$ cat src/rtl/pc_controller_if.sv
// Bundle between the control-flow sequencer and its surroundings: instruction
// fetch handshake, current PC, and the PC-update strobes toward program_counter.
interface pc_controller_if #(
  parameter int ADDR_W = 16,
  parameter int DISP_W = 8
) ();
  logic [15:0]       instr;
  logic              instr_valid;
  logic [ADDR_W-1:0] pc_addr;
  logic              pc_en;
  logic              pc_mux;
  logic [DISP_W-1:0] disp;
  logic              j_en;
  logic [ADDR_W-1:0] dest;

  modport master (
    input  instr, instr_valid, pc_addr,
    output pc_en, pc_mux, disp, j_en, dest
  );

  modport slave (
    output instr, instr_valid, pc_addr,
    input  pc_en, pc_mux, disp, j_en, dest
  );
endinterface

$ cat src/rtl/pc_controller.sv
// CR16 control-flow sequencer: FETCH/DECODE/EXEC/MEM, one PC update per instruction.
// Optional taken-branch statistics counter enabled by defining PC_CTRL_STATS_EN.
module pc_controller #(
  parameter int ADDR_W = 16,
  parameter int DISP_W = 8
) (
  input  logic              clock,
  input  logic              reset,
  pc_controller_if.master   bus,
  input  logic [4:0]        flags,
  input  logic              mem_done,
  input  logic [ADDR_W-1:0] rtgt_data,
  output logic [3:0]        rtgt_addr,
  output logic [15:0]       ir_q,
  output logic              link_we,
  output logic [3:0]        link_addr,
  output logic [ADDR_W-1:0] link_data,
  output logic              mem_en,
  output logic [15:0]       taken_count
);

  typedef enum logic [1:0] {
    S_FETCH  = 2'd0,
    S_DECODE = 2'd1,
    S_EXEC   = 2'd2,
    S_MEM    = 2'd3
  } state_e;

  state_e            state_q, state_d;
  logic [15:0]       ir_d;
  logic [ADDR_W-1:0] dest_q, dest_d;
  logic              is_bcond_s, is_jcond_s, is_jal_s, is_mem_s, cond_s;
  logic              pc_en_s, pc_mux_s, j_en_s, link_we_s, mem_en_s;

  // Flags are {N,Z,F,L,C}; code 4'hF is the never-taken slot.
  function automatic logic cond_eval(input logic [3:0] code, input logic [4:0] f);
    logic n, z, fl, l, c;
    {n, z, fl, l, c} = f;
    case (code)
      4'h0:    cond_eval = z;
      4'h1:    cond_eval = ~z;
      4'h2:    cond_eval = c;
      4'h3:    cond_eval = ~c;
      4'h4:    cond_eval = l;
      4'h5:    cond_eval = ~l;
      4'h6:    cond_eval = n;
      4'h7:    cond_eval = ~n;
      4'h8:    cond_eval = fl;
      4'h9:    cond_eval = ~fl;
      4'hA:    cond_eval = ~l & ~z;
      4'hB:    cond_eval = l | z;
      4'hC:    cond_eval = ~n & ~z;
      4'hD:    cond_eval = n | z;
      4'hE:    cond_eval = 1'b1;
      default: cond_eval = 1'b0;
    endcase
  endfunction

  assign is_bcond_s = (ir_q[15:12] == 4'hC);
  assign is_jcond_s = (ir_q[15:12] == 4'h4) && (ir_q[7:4] == 4'hC);
  assign is_jal_s   = (ir_q[15:12] == 4'h4) && (ir_q[7:4] == 4'h8);
  assign is_mem_s   = (ir_q[15:12] == 4'h4) && ((ir_q[7:4] == 4'h0) || (ir_q[7:4] == 4'h4));
  assign cond_s     = cond_eval(ir_q[11:8], flags);

  // Next-state, IR/dest capture and the single-cycle control strobes.
  always_comb begin
    state_d   = state_q;
    ir_d      = ir_q;
    dest_d    = dest_q;
    pc_en_s   = 1'b0;
    pc_mux_s  = 1'b0;
    j_en_s    = 1'b0;
    link_we_s = 1'b0;
    mem_en_s  = 1'b0;
    case (state_q)
      S_FETCH: begin
        if (bus.instr_valid) begin
          ir_d    = bus.instr;
          state_d = S_DECODE;
        end else begin
          state_d = S_FETCH;
        end
      end
      S_DECODE: begin
        dest_d  = rtgt_data;
        state_d = S_EXEC;
      end
      S_EXEC: begin
        state_d = S_FETCH;
        if (is_bcond_s) begin
          pc_en_s  = 1'b1;
          pc_mux_s = cond_s;
        end else if (is_jcond_s) begin
          if (cond_s) begin
            j_en_s = 1'b1;
          end else begin
            pc_en_s = 1'b1;
          end
        end else if (is_jal_s) begin
          j_en_s    = 1'b1;
          link_we_s = 1'b1;
        end else if (is_mem_s) begin
          state_d = S_MEM;
        end else begin
          pc_en_s = 1'b1;
        end
      end
      S_MEM: begin
        mem_en_s = 1'b1;
        if (mem_done) begin
          pc_en_s = 1'b1;
          state_d = S_FETCH;
        end else begin
          state_d = S_MEM;
        end
      end
      default: state_d = S_FETCH;
    endcase
  end

  // State, instruction register and latched jump target.
  always_ff @(posedge clock or negedge reset) begin
    if (!reset) begin
      state_q <= S_FETCH;
      ir_q    <= 16'd0;
      dest_q  <= {ADDR_W{1'b0}};
    end else begin
      state_q <= state_d;
      ir_q    <= ir_d;
      dest_q  <= dest_d;
    end
  end

  assign bus.pc_en  = pc_en_s;
  assign bus.pc_mux = pc_mux_s;
  assign bus.j_en   = j_en_s;
  assign bus.disp   = ir_q[DISP_W-1:0];
  assign bus.dest   = dest_q;
  assign link_we    = link_we_s;
  assign mem_en     = mem_en_s;
  assign rtgt_addr  = ir_q[3:0];
  assign link_addr  = ir_q[11:8];
  assign link_data  = bus.pc_addr + ADDR_W'(1);

`ifdef PC_CTRL_STATS_EN
  logic        taken_s;
  logic [15:0] taken_count_q, taken_count_d;

  assign taken_s = (state_q == S_EXEC) &&
                   (((is_bcond_s || is_jcond_s) && cond_s) || is_jal_s);

  // Wrapping count of taken branches, taken jumps and JALs.
  always_comb begin
    if (taken_s) begin
      taken_count_d = taken_count_q + 16'd1;
    end else begin
      taken_count_d = taken_count_q;
    end
  end

  // Statistics register, cleared only by reset.
  always_ff @(posedge clock or negedge reset) begin
    if (!reset) begin
      taken_count_q <= 16'd0;
    end else begin
      taken_count_q <= taken_count_d;
    end
  end

  assign taken_count = taken_count_q;
`else
  assign taken_count = 16'd0;
`endif

endmodule

$ cat src/flat_wrapper.sv
// flat-port wrapper written by rule: the top's interface ports become plain ports
module pc_controller_flat 
#(
  parameter int ADDR_W = 16,
  parameter int DISP_W = 8
)
  (clock, reset, flags, mem_done, rtgt_data, rtgt_addr, ir_q, link_we, link_addr, link_data, mem_en, taken_count, bus_instr, bus_instr_valid, bus_pc_addr, bus_pc_en, bus_pc_mux, bus_disp, bus_j_en, bus_dest);
  pc_controller_if #(.ADDR_W(ADDR_W), .DISP_W(DISP_W)) bus_i ();
  input  logic clock;
  input  logic reset;
  input  logic [4:0] flags;
  input  logic mem_done;
  input  logic [ADDR_W-1:0] rtgt_data;
  output logic [3:0] rtgt_addr;
  output logic [15:0] ir_q;
  output logic link_we;
  output logic [3:0] link_addr;
  output logic [ADDR_W-1:0] link_data;
  output logic mem_en;
  output logic [15:0] taken_count;
  input wire logic [$bits(bus_i.instr)-1:0] bus_instr;
  input wire logic [$bits(bus_i.instr_valid)-1:0] bus_instr_valid;
  input wire logic [$bits(bus_i.pc_addr)-1:0] bus_pc_addr;
  output wire logic [$bits(bus_i.pc_en)-1:0] bus_pc_en;
  output wire logic [$bits(bus_i.pc_mux)-1:0] bus_pc_mux;
  output wire logic [$bits(bus_i.disp)-1:0] bus_disp;
  output wire logic [$bits(bus_i.j_en)-1:0] bus_j_en;
  output wire logic [$bits(bus_i.dest)-1:0] bus_dest;
  assign bus_i.instr = bus_instr;
  assign bus_i.instr_valid = bus_instr_valid;
  assign bus_i.pc_addr = bus_pc_addr;
  assign bus_pc_en = bus_i.pc_en;
  assign bus_pc_mux = bus_i.pc_mux;
  assign bus_disp = bus_i.disp;
  assign bus_j_en = bus_i.j_en;
  assign bus_dest = bus_i.dest;
  pc_controller #(.ADDR_W(ADDR_W), .DISP_W(DISP_W)) u_core (.clock(clock), .reset(reset), .bus(bus_i), .flags(flags), .mem_done(mem_done), .rtgt_data(rtgt_data), .rtgt_addr(rtgt_addr), .ir_q(ir_q), .link_we(link_we), .link_addr(link_addr), .link_data(link_data), .mem_en(mem_en), .taken_count(taken_count));
endmodule
$ cat config.mk
export PLATFORM = sky130hd
export DESIGN_NAME = pc_controller_flat
export DESIGN_NICKNAME = d
export VERILOG_FILES = /design/src/rtl/pc_controller_if.sv /design/src/rtl/pc_controller.sv /design/src/flat_wrapper.sv
export SDC_FILE = /design/constraint.sdc
export NUM_CORES = 1
export LEC_CHECK = 0
export BUFFER_PORTS_ARGS = -buffer_cell sky130_fd_sc_hd__buf_2
export CORE_ASPECT_RATIO = 0.8
export CORE_UTILIZATION = 40
export DETAILED_ROUTE_END_ITERATION = 6
export HOLD_SLACK_MARGIN = 0.03
export PLACE_DENSITY = 0.76
export SLEW_MARGIN = 10
export SYNTH_ARGS = -nofsm -noshare
export SYNTH_HDL_FRONTEND = slang
export SYNTH_SLANG_ARGS = --single-unit
$ cat constraint.sdc
create_clock -name clock -period 2.9 [get_ports clock]
set_clock_uncertainty 0.15 [all_clocks]
set_input_delay 0.29 -clock clock [delete_from_list [all_inputs] [get_ports clock]]
set_output_delay 0.29 -clock clock [all_outputs]
set_load 0.02 [all_outputs]
==> key figures <==
Outcome
  – Outcome: complete, no violations

Timing
  – Worst Tran Pin Value: between 700 and 800 ps
  – Rel. slew slack: 49.47%
  – Fmax: roughly 410 MHz
  – Final setup violation count: 0
  – Setup TNS: 0 ps
  – Fin. Hold Viols: 0
  – Tmin final: 2453 ps
  – RSZ-0062 raised after global routing: false
  – Final slew viol count: 0
  – Fin Hold WS: just over 80 ps
  – Final period util: a little over four fifths

CTS
  – Root buf cell: clkbuf_8
  – # resized after CTS: 0
  – CTS HTree Levels: 2
  – Clock latency on the worst-skew pair: 280 ps
  – Bufs on Longest Clock Path: 2
  – CTS sink count: 34
  – CTS buffer count: 5
  – Clock edge transition at the registers on the reported setup and hold paths: 70 ps
  – CTS tree: built

Setup path
  – CP arrival: around 2000 ps
  – Data required time of the worst path: ~2500 ps
  – Crit Path Max Fanout: 13
  – Worst Setup Path Type: flip-flop to output pin
  – Startpoint Class: flip-flop
  – Critical Path Sink Type: output pin

Logic synthesis
  – Most frequent cell after synthesis: dfrtp_1
  – Synthesized area: approximately 0.0021 mm²
  – Synth area leader: dfrtp_1
  – Ranking of synthesized cells by area: dfrtp_1 41%, mux2_2 17%, buf_4 11%, xnor2_1 4.6%, buf_6 2.7%
  – Yosys reg bits: 34
  – Top_reg_cell synth: dfrtp_1
  – Most instantiated cells after synthesis: 34 x dfrtp_1, 32 x buf_4, 32 x mux2_2
  – Ys Warns: 0
  – Post-synth EDFFs: 0
  – Ys async rst share: between 90% and 100%
  – Post-synthesis sequential area ratio: 40.60%
  – Syn Area/Cell: between 10 and 15 µm²
  – Synth unique cells: 42
  – Synth Instances: approximately 190
  – Area fraction of the dominant cell type after synthesis: between 40% and 50%

Pwr
  – Net switching power: 1.313 mW
  – Comb pwr share: a little over half
  – Switching power share of the total: roughly 46%
  – P per Cell Area: between 1000 and 1500 mW/mm²
  – Leakage: 1.330 nW
  – Max VDD drop: between 0.7 and 0.8 mV
  – Internal power: 1.542 mW
  – Seq pwr share: about a third
  – Clock Power Share: 12.8%

Floorplanning
  – Die ar.: 0.005534 mm²
  – I/O Pins: approximately 140
  – Chip Width: just over 80 µm
  – Die H: between 60 and 70 µm
  – Initial Util: 41.61%
  – Row cnt: 23
  – Core box area: about 0.005 mm²

Drt
  – Drt pass-1 iters: 6
  – WL final: approximately 4.7 mm
  – Vias: between 1500 and 2000
  – Initial DRC count: 59
  – Post-route ant nets: 0
  – DRC: 0
  – Via-per-instance ratio: between 4 and 5
  – Routed WL per cell: 13.00 µm

Placement
  – Dpl hpwl: between 3 and 4 mm
  – PortBufs: 125
  – GP Congestion: 0.8003
  – Inst Count DP: between 300 and 400
  – Placed Instance Area: roughly 0.0026 mm²

Min path
  – Worst Hold Class: input port to flip-flop

Global routing
  – First-pass GRT wire length: approximately 7.5 mm
  – Largest net degree at the start of global routing: 35
  – Antenna violations before repair: 0
  – Gr usage total: around 17%
  – Overflow left after global routing: 0
  – Vias in the first global route: about 1500

Finish
  – # diodes: 0
  – Area grow syn2layout: 26.98%
  – Fin cells: between 300 and 400
  – Nets: 356
  – Ratio of cells with drive above 1 in the final layout: 57.86%
  – Fin util: between 50 and 60%
  – Fin area: ~0.0027 mm²
  – Footprint of the multi-input gates: 979.7 µm²
  – Register area: about 850 µm²
  – FILL cells: 487

Job
  – Max-cap violations: 0
## critical path, stage by stage (launching register included)
cell      delay [ps]
dfrtp_1          590
mux2i_1          240
nor4_1            60
a31o_1           210
a211oi_2         290
a32o_1           180
buf_2            160
## layout make-up
type                       count  area share (%)
sequential                    34           31.97
clock buffer                   6           3.103
clock inverter                 2          0.4701
timing repair buffer         127           24.17
multi-input combinational    126           36.81
tap                           62           2.915
inverter                       4          0.5642
## cells by family (layout without fill, tap and decap cells)
kind of cell / count (synthesis) / after routing / share of synthesized area, %
buf+inv: 43 / 139 / 15.34
fa+ha+maj: 1 / 1 / 0.5969
mux: 34 / 34 / 18.15
flops: 34 / 34 / 40.60
other cells: 1 / 16 / 0.1789
compound gates: 14 / 14 / 4.955
xor+xnor: 16 / 16 / 6.686
simple gates: 45 / 45 / 13.49
## power by group through the flow
stage	combinational, mW	sequential (mW)	clock, mW
5_1_grt	1.62	1.03	0.406
3_3_place_gp	1.51	0.963	0
2_1_floorplan	1.02	1.18	0
4_1_cts	1.53	0.983	0.383
6_report	1.51	0.982	0.366
3_5_place_dp	1.53	0.987	0
## layer usage
metal | wire [µm] | GRT usage [%] | vias to the layer above
li1 | - | - | 820
met1 | 2007 | 21.48 | 807
met2 | 2270 | 28.38 | 91
met3 | 345 | 5.700 | 6
met4 | 70 | 7.328 | 0
met5 | 0 | 0 | -
## cell usage in the layout, fill, tap and decap left out, types with 2 or more instances in the layout
| master | instances |
|---|---|
| buf_2 | 125 |
| dfrtp_1 | 34 |
| mux2_2 | 32 |
| conb_1 | 16 |
| xnor2_1 | 11 |
| nor2_1 | 8 |
| nand2_1 | 8 |
| clkbuf_8 | 6 |
| nand4_1 | 5 |
| xor2_1 | 5 |
| inv_1 | 4 |
| nand3_1 | 4 |
| nor3b_1 | 4 |
| and4_1 | 2 |
| nand2b_1 | 2 |
| mux2i_1 | 2 |
| a21oi_1 | 2 |
| a211oi_1 | 2 |
## worst paths after layout
kind	depth (start not counted)	from	slack, ps	to
setup / recovery	6	u_core.ir_q[10]	450	bus_pc_en
hold / removal	2	rtgt_data[12]	80	u_core.bus.dest[12]
setup reg to reg	2	u_core.state_q[1]	1040	u_core.bus.dest[8]
hold reg to reg	1	u_core.bus.dest[6]	350	u_core.bus.dest[6]
max in group asynchronous	2	reset	1640	u_core.ir_q[11]
min in group asynchronous	2	reset	480	u_core.bus.dest[5]
## repair_timing
item | in CTS | in global routing
endpoints found under the hold margin | 34 | 0
buffers inserted | 0 | 0
hold buffers | 1 | 0
## registers in the layout, indices dropped and copies added, names as in the netlist
| name | count |
|---|---|
| u_core.bus.dest | 16 |
| u_core.state_q | 2 |
| u_core.ir_q | 16 |
## through the flow
| step | setup WS [ps] | total power [mW] |
|---|---|---|
| detailed placement | 758.6 | 2.512 |
| global route | 284.8 | 3.050 |
| floorplan | 851.5 | 2.203 |
| global placement | 820.3 | 2.471 |
| finish | 447.2 | 2.855 |
| CTS | 430.7 | 2.894 |
No activity file was read; power rests on OpenSTA's default activity.
